## config.mk

```make
export PLATFORM = sky130hd
export DESIGN_NAME = instr_encoder
export DESIGN_NICKNAME = d
export VERILOG_FILES = /design/src/rtl/instr_encoder.sv
export SDC_FILE = /design/constraint.sdc
export NUM_CORES = 1
export LEC_CHECK = 0
export ABC_CLOCK_PERIOD_IN_PS = 6800
export BUFFER_PORTS_ARGS = -buffer_cell sky130_fd_sc_hd__buf_2
export CAP_MARGIN = 30
export CORE_MARGIN = 2
export CORE_UTILIZATION = 45
export DETAILED_ROUTE_END_ITERATION = 10
export MAX_ROUTING_LAYER = met4
export PLACE_DENSITY_LB_ADDON = 0.2
export SLEW_MARGIN = 20
export SYNTH_ARGS = -nofsm -noshare
export SYNTH_HDL_FRONTEND = slang
export SYNTH_SLANG_ARGS = --single-unit
```

## constraint.sdc

```tcl
create_clock -name clk -period 6.8 [get_ports clk]
set_input_delay 1.36 -clock clk [delete_from_list [all_inputs] [get_ports clk]]
set_output_delay 1.36 -clock clk [all_outputs]
set_load 0.02 [all_outputs]
```

## src/rtl/instr_encoder.sv

```systemverilog
// rtl/instr_encoder.sv - field-level instruction request to 32-bit word builder with auto-incrementing memory write; optional macro ENC_SBIT_FORCE_EN
module instr_encoder #(
    parameter int ADDR_W    = 6,
    parameter int BASE_ADDR = 0
) (
    input  logic              clk,
    input  logic              reset,
    input  logic              clear,
    input  logic              req_valid,
    output logic              req_ready,
    input  logic [1:0]        op,
    input  logic [5:0]        funct,
    input  logic [3:0]        cond,
    input  logic [3:0]        rn,
    input  logic [3:0]        rd,
    input  logic [11:0]       src2,
    input  logic [ADDR_W-1:0] b_target,
    output logic              mem_we,
    output logic [ADDR_W-1:0] mem_addr,
    output logic [31:0]       mem_wdata,
    output logic              err,
    output logic [7:0]        err_cnt,
    output logic              full
);
    localparam logic [1:0] S_IDLE   = 2'd0;
    localparam logic [1:0] S_ENCODE = 2'd1;
    localparam logic [1:0] S_WRITE  = 2'd2;

    localparam logic [ADDR_W-1:0] BASE = ADDR_W'(BASE_ADDR);
    localparam logic [ADDR_W-1:0] LAST = '1;
    localparam int OFF_W = ADDR_W + 2;

    logic [1:0]        state;
    logic [1:0]        op_q;
    logic [5:0]        funct_q;
    logic [3:0]        cond_q;
    logic [3:0]        rn_q;
    logic [3:0]        rd_q;
    logic [11:0]       src2_q;
    logic [ADDR_W-1:0] b_target_q;

    logic [3:0]        cmd;
    logic              legal;
    logic [5:0]        funct_enc;
    logic [OFF_W-1:0]  br_off;
    logic [23:0]       imm24;
    logic [31:0]       word;

    // Legality check and word build from the registered request
    always_comb begin
        cmd       = funct_q[4:1];
        funct_enc = funct_q;
        legal     = 1'b0;
        // Branch offset is relative to PC+8, i.e. the write address plus two words
        br_off    = {2'b00, b_target_q} - ({2'b00, mem_addr} + OFF_W'(2));
        imm24     = {{(24-OFF_W){br_off[OFF_W-1]}}, br_off};
        case (op_q)
            2'b00: begin
                case (cmd)
                    4'b0100, 4'b0010, 4'b0001, 4'b1101: legal = 1'b1;
                    4'b1010: begin
`ifdef ENC_SBIT_FORCE_EN
                        legal        = 1'b1;
                        funct_enc[0] = 1'b1;
`else
                        legal        = funct_q[0];
`endif
                    end
                    default: legal = 1'b0;
                endcase
            end
            2'b01:   legal = funct_q[4] & ~funct_q[2] & ~funct_q[1];
            2'b10:   legal = 1'b1;
            default: legal = 1'b0;
        endcase
        if (op_q == 2'b10) begin
            word = {cond_q, 4'b1010, imm24};
        end else begin
            word = {cond_q, op_q, funct_enc, rn_q, rd_q, src2_q};
        end
    end

    // Strobes follow the state but are suppressed by a same-cycle reset or clear
    always_comb begin
        mem_we = (state == S_WRITE) & ~reset & ~clear;
        err    = (state == S_ENCODE) & ~legal & ~reset & ~clear;
    end

    // Request capture, encode/write sequencing, address and error bookkeeping
    always_ff @(posedge clk) begin
        if (reset) begin
            state      <= S_IDLE;
            req_ready  <= 1'b0;
            mem_addr   <= BASE;
            mem_wdata  <= 32'd0;
            err_cnt    <= 8'd0;
            full       <= 1'b0;
            op_q       <= 2'd0;
            funct_q    <= 6'd0;
            cond_q     <= 4'd0;
            rn_q       <= 4'd0;
            rd_q       <= 4'd0;
            src2_q     <= 12'd0;
            b_target_q <= '0;
        end else if (clear) begin
            state     <= S_IDLE;
            req_ready <= 1'b1;
            mem_addr  <= BASE;
            err_cnt   <= 8'd0;
            full      <= 1'b0;
        end else begin
            case (state)
                S_IDLE: begin
                    if (req_valid && req_ready) begin
                        op_q       <= op;
                        funct_q    <= funct;
                        cond_q     <= cond;
                        rn_q       <= rn;
                        rd_q       <= rd;
                        src2_q     <= src2;
                        b_target_q <= b_target;
                        req_ready  <= 1'b0;
                        state      <= S_ENCODE;
                    end else begin
                        req_ready <= ~full;
                    end
                end
                S_ENCODE: begin
                    if (legal) begin
                        mem_wdata <= word;
                        state     <= S_WRITE;
                    end else begin
                        if (err_cnt != 8'hFF) begin
                            err_cnt <= err_cnt + 8'd1;
                        end
                        req_ready <= ~full;
                        state     <= S_IDLE;
                    end
                end
                S_WRITE: begin
                    // Address wraps naturally; full holds off acceptance until clear
                    mem_addr  <= mem_addr + 1'b1;
                    if (mem_addr == LAST) begin
                        full <= 1'b1;
                    end
                    req_ready <= ~(full | (mem_addr == LAST));
                    state     <= S_IDLE;
                end
                default: begin
                    req_ready <= 1'b0;
                    state     <= S_IDLE;
                end
            endcase
        end
    end
endmodule
```

==> flow_summary_export.csv <==
group,metric,value,unit
outcome,outcome,"finished, final reports clean",
cts,htreeDepth,3,
placement,port_buffers,91,
cts,clk_pin_slew,0.09,ns
pwr,clkPwrFrac,40.7,%
global_route,antenna_found_initial,0,
placement,placedCellCount,643,
routing,drc_errors,0,
setup_path,worstRegToRegCells,9,
routing,ant_nets,0,
min_path,min-delay-path-class,"reg2reg",
logic_synthesis,synth_nets,528,
sta,whs,0.4596,ns
routing,routed_wl,9.034,mm
floorplan,die_x,96.89,um
placement,pre_cts_ws,2.664,ns
routing,viasPerCell,5.266,
placement,dpl.hpwl,5.979,mm
floorplan,rows,33,
min_path,hold_depth,2,
sta,clock.fmax,244.2,MHz
setup_path,critPathLaunchType,"primary input",
sta,drv_slew,0,
floorplan,die_area,9387,um^2
pwr,ir_drop,0.09887,mV
pwr,cellPowerDensity,219.5,nW/um^2
routing,first_pass_iters,4,
cts,clock-sinks,88,
logic_synthesis,synth_common_cells,"109 x nand2_1, 88 x dfxtp_1, 51 x a21oi_1, 46 x nor2_1, 22 x clkbuf_1",
logic_synthesis,syn_inst,472,
pwr,p_leak,1.801,nW
final_layout,fin_area,4591,um^2
logic_synthesis,ys_warn_count,0,
sta,worst_slack,2.705,ns
final_layout,fillerInstances,824,
setup_path,critPathCaptureType,"output port",
pwr,internal_power,0.7620,mW
sta,tns,0,ns
final_layout,drive_gt1_share,21.48,%
floorplan,core_area,8299,um^2
placement,gp_congestion,0.7887,
logic_synthesis,seq_area_frac_synth,45.38,%
final_layout,fin_nets,605,
sta,period_share,60.22,%
cts,cts_setup_buffers,0,
cts,cts-resized-gates,0,
pwr,switching_power,0.2455,mW
final_layout,final_core_utilization,55.31,%
global_route,grt_pass1_vias,3179,
flow_run,drv_cap,0,
sta,setup_viol,0,
pwr,pwr-share-comb,6.7,%
cts,hold_buffers,0,
global_route,grt_max_degree,76,
floorplan,ioPinCount,92,
setup_path,cp.arrival,2.74,ns
sta,fin_skew,0.01121,ns
pwr,seqPwrFrac,52.6,%
logic_synthesis,synth_top_area_cell,"dfxtp_1",
logic_synthesis,netlist.area_leader.share,45.38,%
cts,clock-root-buffer,"clkbuf_8",
floorplan,start_util,46.78,%
global_route,gr-usage-all-layers,19.62,%
logic_synthesis,yosysUniqueCellTypes,48,
logic_synthesis,avgSynthCellArea,8.226,um^2
global_route,grt_pass1_wl,14.98,mm
final_layout,diodes,0,
floorplan,die_h,96.89,um
logic_synthesis,async_reset_ff_share,0,%
sta,final.min_clock_period,4.095,ns
logic_synthesis,ys_top_cells_by_area,"dfxtp_1 45%, nand2_1 11%, a21oi_1 6.6%",
sta,rsz0062_at_grt,"false",
setup_path,worst-setup-path-type,"in2out",
setup_path,crit_fanout,75,
routing,drt_iter0_markers,158,
logic_synthesis,synth_seq_cells,88,
setup_path,critPathRequiredTime,5.44,ns
sta,tightest_slew,0.8965,ns
cts,cts_buffer_depth,2,
final_layout,synthToLayoutAreaGrowth,18.24,%
cts,cts_tree,"yes",
logic_synthesis,yosysMostFrequentCell,"nand2_1",
routing,post_drt_wl_per_cell,13.71,um
routing,vias,3470,
pwr,finalPower,1.007,mW
sta,hold_viol,0,
global_route,grt-ovfl-total,0,
cts,clock_latency,0.36,ns
logic_synthesis,synth_area,3882,um^2
placement,place_area,4364,um^2
final_layout,fin_cells,659,
cts,cts_buffers,9,
logic_synthesis,synth_edf_count,0,
pwr,p_sw_share,24.37,%
logic_synthesis,ys.flop_type,"dfxtp_1",
sta,relSlewSlack,40.17,%
[flip-flops by register name (all words and copies together) (netlist names)]
signal and cells:
state 2, req_ready 1, rn_q 4, funct_enc 6, mem_wdata 32, op_q 2
err_cnt 8, cond_q 4, src2_q 12, mem_addr 6, b_target_q 6, full 1
rd_q 4
[power groups by stage]
stage          clock network (mW)  registers, mW  logic (mW)
4_1_cts                     0.420          0.530      0.0684
3_5_place_dp                    0          0.542      0.0678
6_report                    0.410          0.530      0.0676
5_1_grt                     0.441          0.532      0.0764
3_3_place_gp                    0          0.542      0.0665
2_1_floorplan                   0          0.542      0.0425
[final timing paths]
kind	endpoint	slack, ns	startpoint
worst max-delay path	err	2.70	reset
worst min-delay path	src2_q[8]	0.46	src2_q[8]
worst min register to register	src2_q[8]	0.46	src2_q[8]
worst max register to register	mem_wdata[23]	4.05	mem_addr[1]
[logic make-up (layout without fill, tap and decap cells)]
logic type,count (synthesis),in the layout,synth area share [%]
compound gates,107,107,17.89
xor+xnor,5,5,1.128
fa+ha+maj,14,14,4.705
buf+inv,48,130,5.736
flops,88,88,45.38
mux,10,10,2.610
simple gates,200,200,22.56
[placed cells by master, fill, tap and decap left out, drive strengths merged, types with 6 or more instances in the layout]
cell type  count
inv           20
o21ai          9
dfxtp         88
a211oi        22
nand2        109
mux2i          9
ha            13
a311oi         6
nor2          46
a21oi         51
nand3          6
clkbuf         9
buf           96
[cell type report]
| class | instances | area, um^2 | share of cell area (%) |
|---|---|---|---|
| multi-input cells | 336 | 1903 | 41.46 |
| flip-flops and latches | 88 | 1762 | 38.38 |
| repair buffers | 96 | 500.5 | 10.90 |
| well taps | 105 | 131.4 | 2.862 |
| clock buffers | 9 | 123.9 | 2.698 |
| clock inverters | 7 | 102.6 | 2.235 |
| inverters | 18 | 67.56 | 1.472 |
[worst max-delay path, stage by stage]
cell    delay [ns]
buf_2         0.08
buf_4         0.59
or2_2         0.44
nor2_1        0.08
buf_2         0.19
[per-layer routing]
metal  vias up  part of all wire, %  track usage [%]
li1       1767                    -                -
met1      1603                   48            25.09
met2        86                   45            30.18
met3        14                  5.0            4.552
met4         0                  1.9            7.692
met5         -                    0                -
Power figures use the tool's default switching activity.
